==> src/rtl/if_pkg.sv <==
// Shared types and constants for the instruction-fetch stage.
package if_pkg;

    typedef enum logic [1:0] {
        S_FETCH,
        S_HOLD,
        S_DRAIN
    } state_t;

    localparam logic [31:0] INST_NOP = 32'h0000_0013;
    localparam int          PC_STEP  = 4;

endpackage

==> src/rtl/if_id_reg.sv <==
// IF/ID pipeline register: bubble beats load, otherwise holds.
// Latency 1 cycle; holding is the only backpressure response.
module if_id_reg
    import if_pkg::*;
#(
    parameter int XLEN = 32
) (
    input  logic            clk,
    input  logic            rst,
    input  logic            load,
    input  logic            bubble,
    input  logic [XLEN-1:0] load_pc,
    input  logic [31:0]     load_inst,
    output logic [XLEN-1:0] pc,
    output logic [31:0]     inst,
    output logic            valid
);

    always_ff @(posedge clk) begin
        if (rst || bubble) begin
            pc    <= '0;
            inst  <= INST_NOP;
            valid <= 1'b0;
        end else if (load) begin
            pc    <= load_pc;
            inst  <= load_inst;
            valid <= 1'b1;
        end
    end

endmodule

==> src/rtl/if_fetch_unit.sv <==
// Fetch PC generation with a single-outstanding imem handshake feeding IF/ID.
// Latency: instruction reaches ID the cycle after its ack; a stalled ack parks in a skid slot.
module if_fetch_unit
    import if_pkg::*;
#(
    parameter int              XLEN     = 32,
    parameter logic [XLEN-1:0] RESET_PC = 32'h0000_0000
) (
    input  logic            clk,
    input  logic            rst,
    input  logic            PC_EN_IF,
    input  logic            reg_FD_stall,
    input  logic            reg_FD_flush,
    input  logic [XLEN-1:0] redirect_target_ID,
    output logic            imem_req,
    output logic [XLEN-1:0] imem_addr,
    input  logic            imem_ack,
    input  logic [31:0]     imem_rdata,
    output logic [XLEN-1:0] pc_ID,
    output logic [31:0]     inst_ID,
    output logic            valid_ID,
    output logic            fetch_busy
);

    localparam logic [XLEN-1:0] ALIGN_MASK = ~(XLEN'(PC_STEP - 1));

    state_t          state, state_nxt;
    logic [XLEN-1:0] req_pc, req_pc_nxt;
    logic [XLEN-1:0] pending_pc, pending_pc_nxt;
    logic [XLEN-1:0] skid_pc, skid_pc_nxt;
    logic [31:0]     skid_inst, skid_inst_nxt;
    logic            req_q;

    logic            advance, redirect, done;
    logic [XLEN-1:0] target, pc_inc;
    logic            id_load, id_bubble;
    logic [XLEN-1:0] id_pc;
    logic [31:0]     id_inst;

    assign advance  = PC_EN_IF & ~reg_FD_stall;
    assign redirect = reg_FD_flush & ~reg_FD_stall;
    assign done     = req_q & imem_ack;
    assign target   = redirect_target_ID & ALIGN_MASK;
    assign pc_inc   = req_pc + XLEN'(PC_STEP);

    always_comb begin
        state_nxt      = state;
        req_pc_nxt     = req_pc;
        pending_pc_nxt = pending_pc;
        skid_pc_nxt    = skid_pc;
        skid_inst_nxt  = skid_inst;
        id_load        = 1'b0;
        id_bubble      = 1'b0;
        id_pc          = req_pc;
        id_inst        = imem_rdata;

        unique case (state)
            S_FETCH: begin
                if (redirect) begin
                    id_bubble = 1'b1;
                    // An unanswered request cannot be withdrawn, so drain it first.
                    if (req_q && !imem_ack) begin
                        state_nxt      = S_DRAIN;
                        pending_pc_nxt = target;
                    end else begin
                        req_pc_nxt = target;
                    end
                end else if (done) begin
                    req_pc_nxt = pc_inc;
                    if (advance) begin
                        id_load = 1'b1;
                    end else begin
                        skid_pc_nxt   = req_pc;
                        skid_inst_nxt = imem_rdata;
                        state_nxt     = S_HOLD;
                    end
                end else if (advance) begin
                    id_bubble = 1'b1;
                end
            end
            S_HOLD: begin
                if (redirect) begin
                    id_bubble  = 1'b1;
                    req_pc_nxt = target;
                    state_nxt  = S_FETCH;
                end else if (advance) begin
                    id_load   = 1'b1;
                    id_pc     = skid_pc;
                    id_inst   = skid_inst;
                    state_nxt = S_FETCH;
                end
            end
            S_DRAIN: begin
                if (redirect) begin
                    pending_pc_nxt = target;
                end
                if (redirect || advance) begin
                    id_bubble = 1'b1;
                end
                if (done) begin
                    req_pc_nxt = redirect ? target : pending_pc;
                    state_nxt  = S_FETCH;
                end
            end
            default: begin
                state_nxt = S_FETCH;
            end
        endcase
    end

    // Request is registered, so the cycle right after reset is idle.
    always_ff @(posedge clk) begin
        if (rst) begin
            state      <= S_FETCH;
            req_q      <= 1'b0;
            req_pc     <= RESET_PC & ALIGN_MASK;
            pending_pc <= '0;
            skid_pc    <= '0;
            skid_inst  <= INST_NOP;
        end else begin
            state      <= state_nxt;
            req_q      <= (state_nxt != S_HOLD);
            req_pc     <= req_pc_nxt;
            pending_pc <= pending_pc_nxt;
            skid_pc    <= skid_pc_nxt;
            skid_inst  <= skid_inst_nxt;
        end
    end

    assign imem_req   = req_q;
    assign imem_addr  = req_pc;
    assign fetch_busy = (state != S_FETCH);

    if_id_reg #(.XLEN(XLEN)) u_if_id_reg (
        .clk       (clk),
        .rst       (rst),
        .load      (id_load),
        .bubble    (id_bubble),
        .load_pc   (id_pc),
        .load_inst (id_inst),
        .pc        (pc_ID),
        .inst      (inst_ID),
        .valid     (valid_ID)
    );

endmodule

==> config.mk <==
export PLATFORM = sky130hd
export DESIGN_NAME = if_fetch_unit
export DESIGN_NICKNAME = d
export VERILOG_FILES = /design/src/rtl/if_pkg.sv /design/src/rtl/if_id_reg.sv /design/src/rtl/if_fetch_unit.sv
export SDC_FILE = /design/constraint.sdc
export NUM_CORES = 1
export LEC_CHECK = 0
export ABC_AREA = 1
export CORE_UTILIZATION = 43
export DETAILED_ROUTE_END_ITERATION = 12
export PLACE_DENSITY = 0.66
export SYNTH_ARGS = -nofsm -noshare
export SYNTH_HDL_FRONTEND = slang
export SYNTH_HIERARCHICAL = 1
export SYNTH_SLANG_ARGS = --single-unit
==> constraint.sdc <==
create_clock -name clk -period 2.56 [get_ports clk]
set_input_delay 0.512 -clock clk [delete_from_list [all_inputs] [get_ports clk]]
set_output_delay 0.512 -clock clk [all_outputs]
set_load 0.02 [all_outputs]
======== Word level (Yosys, flattened, before mapping) ========
Cells that the tools add are included.
operators by class
  add/sub/neg operators ................... 1
  bitwise logic cells ..................... 5
  eq/ne operators ......................... 9
  reduce and logical (&&, ||, !) cells .... 11
  multiplexer cells ....................... 34
operators by type and width
  cell                     number
  $mux W32                 14
  $pmux W32 S3             1
  $pmux W32 S2             1
  $add A32 B3 Y32 const B  1
  $mux W2                  7
  $mux W1                  8
  $ne A2 B2 Y1 const B     4
  $ne A3 B3 Y1 const B     2
  $pmux W2 S3              1
  $reduce_and A3 Y1        2
  $reduce_and A5 Y1        1
  $reduce_bool A2 Y1       2
  $and A1 B1 Y1            3
  $pmux W1 S3              1
  $reduce_bool A3 Y1       1
  $eq A2 B1 Y1 const B     1
  $eq A2 B2 Y1 const B     1
  $logic_not A2 Y1         1
  $logic_or A1 B1 Y1       2
  $ne A2 B1 Y1 const B     1
  $not A1 Y1               2
  $pmux W1 S2              1
  $logic_and A1 B1 Y1      1
  $logic_not A1 Y1         1
storage, ports and cells
  input port bits ......................... 70
  flip-flop bits (word level) ............. 196
  logic and storage cells ................. 69

======== Longest topological paths before layout ========
Gate-level depths: netlist of run 1.
  word-level depth ........................ 7
  gate-level depth with buffers ........... 12
  gate-level depth less buffers ........... 12

======== Modules after synthesis ========
The synthesis of run 1 kept the hierarchy.
modules (own cells, without submodules)
  module         instances  area an instance (sq um)  cells an instance
  if_fetch_unit  1          8,266.7                   1,345
  if_id_reg      1          2,665.1                   403

======== Worst setup path after synthesis of run 1 ========
No wires, ideal clock.
  path kind ............................... register to register
  start point ............................. register state[0]
  end point ............................... register u_if_id_reg.pc[10]
  library setup time ...................... 0.113 ns
  cell stages (with the launch flop) ...... 13
  slack ................................... 0.414 ns
  data arrival time ....................... 2.033 ns
  path through ............................ dfxtp_1 -> inv_1 -> ha_1 -> inv_1 -> nor2_2 -> inv_2 -> clkbuf_1 -> a21oi_1 -> buf_4 -> buf_6 -> buf_6 -> nor2_1 -> nor2_1
between the ends
  elaborated cells on any way between the ends .. 7
RTL lines
  what                                                     RTL line              RTL
  from (decl)                                              if_fetch_unit.sv:27   state_t state, state_nxt;
  from (signal assigned)                                   if_fetch_unit.sv:121  state <= state_nxt;
  $eq A2 B1 Y1 / $logic_not A2 Y1 (equally long branches)  if_fetch_unit.sv:57   unique case (state)
  $pmux W1 S2 *                                            if_fetch_unit.sv:57
  net id_load                                              if_fetch_unit.sv:36   logic id_load, id_bubble;
  to (signal assigned)                                     if_id_reg.sv:25       pc <= load_pc;
  to (decl)                                                if_id_reg.sv:14       output logic [XLEN-1:0] pc,
The timed path passes the listed nets; every way through them passes the cells marked *.
A chain may end at the register's enable or synchronous reset.

======== Worst setup path after layout of run 1 ========
  start point ............................. register req_pc[15], in the netlist imem_addr[15]
  end point ............................... output imem_addr[15]
RTL lines
  what                    RTL line              RTL
  from (decl)             if_fetch_unit.sv:28   logic [XLEN-1:0] req_pc, req_pc_nxt;
  from (signal assigned)  if_fetch_unit.sv:116  req_pc <= RESET_PC & ALIGN_MASK;
  from (signal assigned)  if_fetch_unit.sv:123  req_pc <= req_pc_nxt;
  to (decl)               if_fetch_unit.sv:16   output logic [XLEN-1:0] imem_addr,
No word-level cell between the ends.

==> results of run 1 <==
-- flip-flops by register name, indices dropped and copies added, names as in the netlist --
name,cells
u_if_id_reg/valid,1
u_if_id_reg/pc,32
state,2
skid_pc,32
imem_req,1
u_if_id_reg/inst,32
imem_addr,32
skid_inst,32
pending_pc,32
-- repair_timing --
action | 4_1_cts | 5_1_grt
setup endpoints to repair | 0 | 1
hold buffers | 0 | 0
gates resized for setup | 0 | 1
-- how the worst min path moves through the flow --
stage | start | depth (start not counted) | to
after floorplan | pending_pc[0]$_SDFFE_PP0P_ | 2 | pending_pc[0]$_SDFFE_PP0P_
after global placement | u_if_id_reg/valid$_SDFFE_PP0P_ | 1 | u_if_id_reg/valid$_SDFFE_PP0P_
after detailed placement | u_if_id_reg/valid$_SDFFE_PP0P_ | 1 | u_if_id_reg/valid$_SDFFE_PP0P_
after CTS | u_if_id_reg/valid$_SDFFE_PP0P_ | 1 | u_if_id_reg/valid$_SDFFE_PP0P_
after global routing | u_if_id_reg/inst[17]$_SDFFE_PP0P_ | 2 | u_if_id_reg/inst[17]$_SDFFE_PP0P_
final | u_if_id_reg/valid$_SDFFE_PP0P_ | 1 | u_if_id_reg/valid$_SDFFE_PP0P_
-- final cells by class --
class	count	area [um^2]
clock inverters	15	209
clock buffers	17	425
well taps	324	405
repair buffers	224	2240
flip-flops and latches	196	3920
fillers	2468	10900
inverters	166	624
multi-input cells	1278	5850
-- report_power, final --
part | internal, uW | total (uW) | switching (uW)
sequential | 3220 | 3440 | 217
combinational | 768 | 1920 | 1150
clock | 1370 | 2850 | 1480
total | 5360 | 8200 | 2840
-- cells in the mapped netlist, types with 2 or more instances --
library cell / count
a21oi_1: 183
a31oi_1: 6
buf_2: 38
buf_4: 9
buf_6: 10
clkbuf_1: 49
clkinv_1: 2
dfxtp_1: 196
ha_1: 5
inv_1: 159
inv_2: 5
mux2i_1: 35
nand2_1: 466
nand2_2: 4
nand2_4: 4
nand3_1: 48
nand3b_1: 3
nand4_1: 3
nor2_1: 302
nor2_2: 5
nor2_4: 6
nor3_1: 8
o211ai_1: 16
o21ai_0: 166
o21ai_1: 8
xor2_1: 4
-- routing by layer --
metal	GRT usage (%)	part of all wire [%]	routed length [um]	vias up
met2	37.7	43	13800	337
li1	-	-	-	5823
met1	35.2	49	15500	5031
met3	4.19	6.2	1980	41
met5	0	0	0	-
met4	6.78	1.6	524	0
-- cell families after synthesis --
kind of cell,share of synthesized area (%)
and+or+nand+nor,31.0
AOI/OAI and AO/OA,18.1
buffers and inverters,10.9
DFF,35.9
muxes,3.20
adders and majority gates,0.572
xor gates and xnor gates,0.320
-- stage by stage --
stage                     hold slack, ns  power [uW]
after global placement             0.437        5380
after detailed placement           0.444        5400
final                              0.456        8200
after global routing               0.489        8620
after CTS                          0.464        8240
after floorplan                    0.441        4630
==> results by group, run 1 <==
Worst setup path
  • Critical path required time: 2.05 ns
  • WS Path Type: flip-flop to output port
  • Reg-to-reg critical path endpoint: imem_addr[28]$_SDFFE_PP0P_
  • Reg2Reg Depth: 10
  • Levels on crit path: 1
  • Startpoint Class: flip-flop
  • Flop2flop setup slack: 0.44 ns
  • Critical register-to-register path startpoint: imem_addr[3]$_SDFFE_PP0P_
  • CP max stage delay: 0.70 ns
  • Slowest CP cell: clkdlybuf4s50_1
  • Setup crit end: imem_addr[15]
  • Crit. Startpoint: imem_addr[15]$_SDFFE_PP0P_
  • Data arrival, critical path: 1.76 ns
  • CP max FO: 8
  • Setup crit end kind: output port
  • Bufs and invs on worst path: 1
  • Crit path cell chain: clkdlybuf4s50_1
  • Cell family with most CP delay: buffers and inverters

Clock network
  • Clk buf depth: 2
  • Clock latency on the worst-skew pair: 0.45 ns
  • Clk pin slew, worst setup/hold paths: 0.08 ns
  • CTS tree: built
  • Clock Sinks: 196
  • Setup bufs post-CTS: 0
  • CTS buffer count: 17
  • Root buffer cell: clkbuf_16
  • H-tree levels: 4

Route
  • Vias: 11.2k
  • Antenna-violating nets left: 0
  • Drt drc: 0
  • DRT Pass-1 Iters: 6
  • DR iter-0 viols: slightly below 900
  • Drt total wl: 31.8 mm
  • Routed len/inst: between 10 and 15 um
  • Via density: 5.06

Final layout
  • Post-layout util: a little under three fifths
  • Layout net count: 1958
  • Non-filler cells, final: 2220
  • Most frequent cells in the layout: nand2_1 (466), nor2_1 (301), dfxtp_1 (196), a21oi_1 (182), o21ai_0 (166)
  • Layout cell share with drive strength beyond 1: 6.33%
  • N_diodes: 0
  • Post-route cell area: 13700 um^2
  • P&R area growth vs syn: 25.1%
  • Leading cell type in the layout, fill and taps excluded: nand2_1

Placement
  • Placed cells: 2188
  • Post-DP Area: 13000 um^2
  • Routability cong.: 0.894
  • Setup WS pre-CTS: slightly below 0.08 ns
  • Buffers on Ports: 166
  • DP HPWL: around 22 mm

Logic synthesis
  • Synth area leaders: dfxtp_1 (36%), nand2_1 (16%), nor2_1 (10%), a21oi_1 (8.4%), o21ai_0 (7.6%)
  • Number of flops mapped to enable cells by yosys: 0
  • Synth top area share: 35.9%
  • Syn nets: 1823
  • Post-Syn Instances: 1748
  • Ys Warns: 6
  • Synthesized area per cell: 6.25 um^2
  • Post-synthesis sequential area ratio: 35.9%
  • Synth unique cells: 34
  • Main flop type after synthesis: dfxtp_1
  • Seq cells post-synth: 196
  • Cell taking the most area after synthesis: dfxtp_1
  • Ys async rst share: 0%
  • Cell area after synthesis: approximately 11000 um^2

Floorplan
  • Die ar.: approximately 26000 um^2
  • Core ar.: 24600 um^2
  • I/O Pins: 169
  • Rows: 57
  • Die X: 161 um
  • Die height: 161 um
  • Starting density of the core: 44.4%

Global routing
  • Number of global-route vias before repair: ~10k
  • Largest net degree at the start of global routing: 118
  • GRT Total Usage: roughly 25%
  • Initial antenna violation count: 0
  • Total gr overflow: 0
  • First-pass GRT wire length: 51.7 mm

STA
  • Fin crit period: around 2.3 ns
  • Fmax: 440 MHz
  • # setup viols final: 0
  • Unrepaired setup endpoints after global routing: no
  • Max Slew Vio Count: 0
  • Fin worst setup slack: 0.285 ns
  • Fin crit share: 88.9%
  • Fin Clk Skew: approximately 0.017 ns
  • Max-slew headroom: between 60% and 70%
  • Final hold violations: 0
  • Total Neg Setup Slack: 0 ns
  • Worst Tran Pin Value: around 0.57 ns

Power and ir drop
  • Leak Pwr: 0.00591 uW
  • Power Dens Cells: 599 nW/um^2
  • VDD IR max: 474 uV

Outcome
  • Outcome: finished clean

Min path
  • Worst Hold Class: flip-flop to flip-flop

Run
  • Max Cap Viol: 0
Note: power is estimated with default switching activity, not from simulation.
==> run 2, diff against run 1 <==
- SETUP_SLACK_MARGIN: unset -> 0.05
==> results by group, run 2 (synthesis gave the netlist of run 1 again) <==
Global routing
  • Total gr overflow: 0 (unchanged)
  • Largest net degree at the start of global routing: 118 (unchanged)
  • Number of global-route vias before repair: 10.1k (unchanged)
  • First-pass GRT wire length: 51.7 mm (unchanged)
  • Initial antenna violation count: 0 (unchanged)
  • GRT Total Usage: 24.6% (unchanged)

STA
  • # setup viols final: 0 (unchanged)
  • Max-slew headroom: 62.1% (-0.21 points)
  • Final hold violations: 0 (unchanged)
  • Fin crit period: 2.27 ns (-0.00323 ns)
  • Fin crit share: 88.7% (-0.13 points)
  • Worst Tran Pin Value: 0.569 ns (+0.00319 ns)
  • Fin Clk Skew: 0.0170 ns (-0.000276 ns)
  • Total Neg Setup Slack: 0 ns (unchanged)
  • Fmax: 440 MHz (+0.14%)
  • Unrepaired setup endpoints after global routing: no
  • Max Slew Vio Count: 0 (unchanged)

Run
  • Max Cap Viol: 0 (unchanged)

Min path
  • Worst Hold Class: flip-flop to flip-flop

Worst setup path
  • CP max stage delay: 0.70 ns (about the same)
  • Crit path cell chain: clkdlybuf4s50_1
  • Data arrival, critical path: 1.76 ns (about the same)
  • Setup crit end kind: output port
  • Critical path required time: 2.05 ns (about the same)
  • CP max FO: 7 (-1)
  • Cell family with most CP delay: buffers and inverters
  • Bufs and invs on worst path: 1 (unchanged)
  • Slowest CP cell: clkdlybuf4s50_1
  • WS Path Type: flip-flop to output port
  • Startpoint Class: flip-flop

Clock network
  • CTS tree: built
  • Clock Sinks: 196 (unchanged)
  • Setup bufs post-CTS: 0 (unchanged)
  • CTS buffer count: 17 (unchanged)
  • H-tree levels: 4 (unchanged)
  • CTS Hold Bufs: 0 (unchanged)
  • Root buffer cell: clkbuf_16
  • Clock latency on the worst-skew pair: 0.45 ns (about the same)
  • Clk pin slew, worst setup/hold paths: 0.08 ns (about the same)
  • Clk buf depth: 2 (unchanged)

Power and ir drop
  • Sw Share: 34.7% (about the same)
  • Power Dens Cells: 600 nW/um^2 (about the same)
  • Reg power frac: 41.9% (about the same)
  • Switching power: 2840 uW (about the same)
  • P_int: 5360 uW (about the same)
  • Combinational Power Share: 23.4% (about the same)
  • VDD IR max: 474 uV (about the same)
  • Leak Pwr: 0.00590 uW (-0.21%)
  • Clk network pwr share: 34.7% (about the same)
  • Overall Power: 8200 uW (about the same)

Floorplan
  • I/O Pins: 169 (unchanged)
  • Die height: 161 um (unchanged)
  • Rows: 57 (unchanged)
  • Core ar.: 24600 um^2 (unchanged)
  • Die X: 161 um (unchanged)
  • Die ar.: 26100 um^2 (unchanged)
  • Starting density of the core: 44.4% (unchanged)

Outcome
  • Outcome: finished clean

Route
  • Vias: 11.2k (+0.098%)
  • DRT Pass-1 Iters: 5 (-1)
  • DR iter-0 viols: 871 (unchanged)
  • Antenna-violating nets left: 0 (unchanged)
  • Via density: 5.06 (about the same)
  • Routed len/inst: 14.3 um (about the same)
  • Drt total wl: 31.8 mm (about the same)
  • Drt drc: 0 (unchanged)

Placement
  • Buffers on Ports: 166 (unchanged)
  • Routability cong.: 0.894 (unchanged)
  • DP HPWL: 22.3 mm (unchanged)

Final layout
  • Reg area: 3920 um^2 (unchanged)
  • FILL cells: 2470 (+0.081%)
  • Layout cell share with drive strength beyond 1: 6.33% (unchanged)
  • Leading cell type in the layout, fill and taps excluded: nand2_1
  • P&R area growth vs syn: 25.1% (about the same)
  • N_diodes: 0 (unchanged)
  • Area of the multi-input gates: 5850 um^2 (unchanged)
  • Most frequent cells in the layout: nand2_1 (466), nor2_1 (301), dfxtp_1 (196), a21oi_1 (182), o21ai_0 (166)
  • Layout net count: 1958 (unchanged)
==> run 2: cell count changes in the layout (fill, tap and decap cells not counted), sizes merged <==
| cell | previous run | this run |
|---|---|---|
| dlymetal6s2s | 1 | 0 |
| dlygate4sd2 | 0 | 1 |
==> run 2: worst paths after layout <==
path,slack (ns),to,from,depth (start not counted)
worst min register to register,0.46,u_if_id_reg/valid$_SDFFE_PP0P_,u_if_id_reg/valid$_SDFFE_PP0P_,1
worst max-delay path,0.29,imem_addr[16],imem_addr[16]$_SDFFE_PP0P_,1
worst max register to register,0.42,imem_addr[28]$_SDFFE_PP0P_,imem_addr[3]$_SDFFE_PP0P_,10
worst min-delay path,0.46,u_if_id_reg/valid$_SDFFE_PP0P_,u_if_id_reg/valid$_SDFFE_PP0P_,1
==> run 2: layout make-up <==
type | instances | area share [%]
sequential | 196 | 28.7
inverter | 166 | 4.57
multi-input combinational | 1278 | 42.7
clock buffer | 17 | 3.11
timing repair buffer | 224 | 16.4
tap | 324 | 2.96
clock inverter | 15 | 1.53
==> run 2: power by group through the flow <==
| stage | combinational [uW] | clock, uW | sequential, uW |
|---|---|---|---|
| final | 1920 | 2850 | 3440 |
| after global routing | 2130 | 3040 | 3460 |
| after CTS | 1910 | 2900 | 3430 |
| after detailed placement | 1900 | 0 | 3500 |
| after global placement | 1880 | 0 | 3490 |
| after floorplan | 1080 | 0 | 3550 |
==> run 2: layer usage <==
| metal | global-route usage [%] | up-vias | wire length [um] |
|---|---|---|---|
| li1 | - | 5824 | - |
| met1 | 35.2 | 5035 | 15400 |
| met2 | 37.7 | 347 | 13800 |
| met3 | 4.19 | 37 | 2040 |
| met4 | 6.78 | 0 | 504 |
| met5 | 0 | - | 0 |
==> run 2: what timing repair did <==
action | CTS | global route
endpoints found under the setup margin | 1 | 0
resized for setup | 1 | 0
endpoints found under the hold margin | 0 | 0
==> run 2: metrics by stage <==
| step | worst slack (ns) | cell area [um^2] | std cells | hold slack [ns] | utilization [%] |
|---|---|---|---|---|---|
| final | 0.288 | 13700 | 2220 | 0.456 | 55.6 |
| after global routing | 0.194 | 13700 | 2220 | 0.489 | 55.6 |
| after CTS | 0.282 | 13700 | 2220 | 0.464 | 55.6 |
| after detailed placement | 0.0796 | 13000 | 2188 | 0.444 | 53.0 |
| after global placement | 0.106 | 13000 | 2188 | 0.437 | 53.0 |
| after floorplan | 0.414 | 10900 | 1748 | 0.441 | - |
==> run 3, diff against run 2 <==
- DONT_BUFFER_PORTS: unset -> 1
- HOLD_SLACK_MARGIN: unset -> 0.08
- PLACE_DENSITY: 0.66 -> unset
==> results by group, run 3 (synthesis gave the netlist of run 1 again) <==
Outcome
  • Outcome: finished clean

STA
  • Fmax: 441 MHz (+0.21%)
  • # setup viols final: 0 (unchanged)
  • Total Neg Setup Slack: 0 ns (unchanged)
  • Max-slew headroom: 50.4% (-12 points)
  • Fin crit period: 2.27 ns (-0.00467 ns)
  • Fin crit share: 88.6% (-0.18 points)
  • Worst Tran Pin Value: 0.743 ns (+0.174 ns)
  • Fin worst setup slack: 0.293 ns (+0.00467 ns)
  • Unrepaired setup endpoints after global routing: no
  • Final hold violations: 0 (unchanged)
  • Fin Clk Skew: 0.0148 ns (-0.00216 ns)
  • Max Slew Vio Count: 0 (unchanged)

Final layout
  • N_diodes: 0 (unchanged)
  • P&R area growth vs syn: 8.38%
  • Leading cell type in the layout, fill and taps excluded: nand2_1
  • Post-layout util: 48.2% (-7.4 points)
  • Most frequent cells in the layout: nand2_1 (466), nor2_1 (301), dfxtp_1 (196), a21oi_1 (182), o21ai_0 (166)
  • Layout cell share with drive strength beyond 1: 6.34% (+0.0081 points)
  • Layout net count: 1783 (-8.9%)

Min path
  • Worst Hold Class: input port to flip-flop

Route
  • Vias: 10.5k (-6.7%)
  • Drt total wl: 32.1 mm (+0.91%)
  • DRT Pass-1 Iters: 8 (+3)
  • Drt drc: 0 (unchanged)
  • DR iter-0 viols: 977 (+12%)
  • Routed len/inst: 15.7 um (+9.6%)
  • Antenna-violating nets left: 0 (unchanged)
  • Via density: 5.13 (+1.3%)

Clock network
  • Clock Sinks: 196 (unchanged)
  • CTS Hold Bufs: 0 (unchanged)
  • CTS tree: built
  • CTS buffer count: 17 (unchanged)
  • Clk buf depth: 2 (unchanged)
  • Root buffer cell: clkbuf_16
  • H-tree levels: 4 (unchanged)
  • Setup bufs post-CTS: 0 (unchanged)
  • Post-CTS sizing: 0 (-1)
  • Clock latency on the worst-skew pair: 0.44 ns (about the same)
  • Clk pin slew, worst setup/hold paths: 0.08 ns (about the same)

Floorplan
  • Rows: 57 (unchanged)
  • Die ar.: 26100 um^2 (unchanged)
  • I/O Pins: 169 (unchanged)
  • Core ar.: 24600 um^2 (unchanged)
  • Starting density of the core: 44.4% (unchanged)
  • Die X: 161 um (unchanged)
  • Die height: 161 um (unchanged)

Global routing
  • First-pass GRT wire length: 50.8 mm (-1.7%)
  • GRT Total Usage: 24.4% (-0.19 points)
  • Number of global-route vias before repair: 9364 (-7.5%)
  • Largest net degree at the start of global routing: 126 (+6.8%)
  • Initial antenna violation count: 0 (unchanged)
  • Total gr overflow: 0 (unchanged)

Placement
  • DP HPWL: 21.6 mm (-3.1%)
  • Buffers on Ports: 0 (-100%)
  • Setup WS pre-CTS: 0.156 ns (+0.0765 ns)
  • Routability cong.: 0.890 (-0.48%)

Worst setup path
  • Flop2flop setup slack: 0.29 ns (-0.13 ns)
  • Startpoint Class: flip-flop
  • WS Path Type: flip-flop to flip-flop
  • Setup crit end kind: flip-flop
  • Critical path required time: 2.85 ns (+0.80 ns)
  • CP max FO: 40 (+33)
  • Data arrival, critical path: 2.56 ns (+0.80 ns)

Run
  • Max Cap Viol: 0 (unchanged)

Power and ir drop
  • Power Dens Cells: 657 nW/um^2 (+9.6%)
  • Leak Pwr: 0.00520 uW (-12%)
  • VDD IR max: 372 uV (-21%)
## run 3: cell count changes in the layout (fill, tap and decap cells not counted), moves of 2 or more
cell | previous run | this run
clkinv_4 | 0 | 4
clkdlybuf4s50_1 | 164 | 0
clkinv_8 | 5 | 2
nor2_2 | 5 | 3
buf_12 | 12 | 5
inv_12 | 5 | 0
buf_4 | 46 | 43
inv_8 | 1 | 3
nor2_4 | 7 | 9
## run 3: cell type report
type                       count  area, um^2
timing repair buffer          49         448
tap                          324         405
sequential                   196        3920
fill                        2608       12800
clock inverter                14         165
clock buffer                  17         425
multi-input combinational   1278        5860
inverter                     166         624
## run 3: per-layer routing
| layer | vias to the layer above | routed length, um | track usage (%) |
|---|---|---|---|
| met4 | 0 | 501 | 6.99 |
| met3 | 31 | 2360 | 5.32 |
| li1 | 5469 | - | - |
| met2 | 306 | 13200 | 35.0 |
| met1 | 4681 | 16100 | 36.1 |
| met5 | - | 0 | 0 |
## run 3: stage by stage
stage,std cells,cell area (um^2),hold slack [ns],power (uW)
5_1_grt,2044,11800,0.123,8180
6_report,2044,11800,0.141,7780
2_1_floorplan,1748,10900,0.441,4630
3_3_place_gp,2012,11200,0.443,5060
4_1_cts,2043,11800,0.120,7830
3_5_place_dp,2012,11200,0.451,5070
## run 3: worst max-delay path, cell delays in order, from the launching register on
cell and delay [ns]:
dfxtp_1 0.35, inv_1 0.12, ha_1 0.27, inv_1 0.22, nor2_4 0.25, clkinv_2 0.13, a21oi_4 0.29, buf_12 0.25
inv_1 0.10, nand2_1 0.07, nand3_1 0.06
## run 3: power by group
part | switching, uW | total (uW) | internal, uW
clock | 1360 | 2750 | 1390
combinational | 1060 | 1570 | 512
sequential | 243 | 3460 | 3220
## run 3: final timing paths
kind                                            startpoint  cells past startpoint                                to
worst max register to register         state[0]$_SDFF_PP0_                     10  u_if_id_reg/inst[1]$_SDFFE_PP1P_
worst max-delay path                   state[0]$_SDFF_PP0_                     10  u_if_id_reg/inst[1]$_SDFFE_PP1P_
worst min register to register  pending_pc[0]$_SDFFE_PP0P_                      2        pending_pc[0]$_SDFFE_PP0P_
worst min-delay path                                   rst                      1        skid_inst[10]$_SDFFE_PP0P_
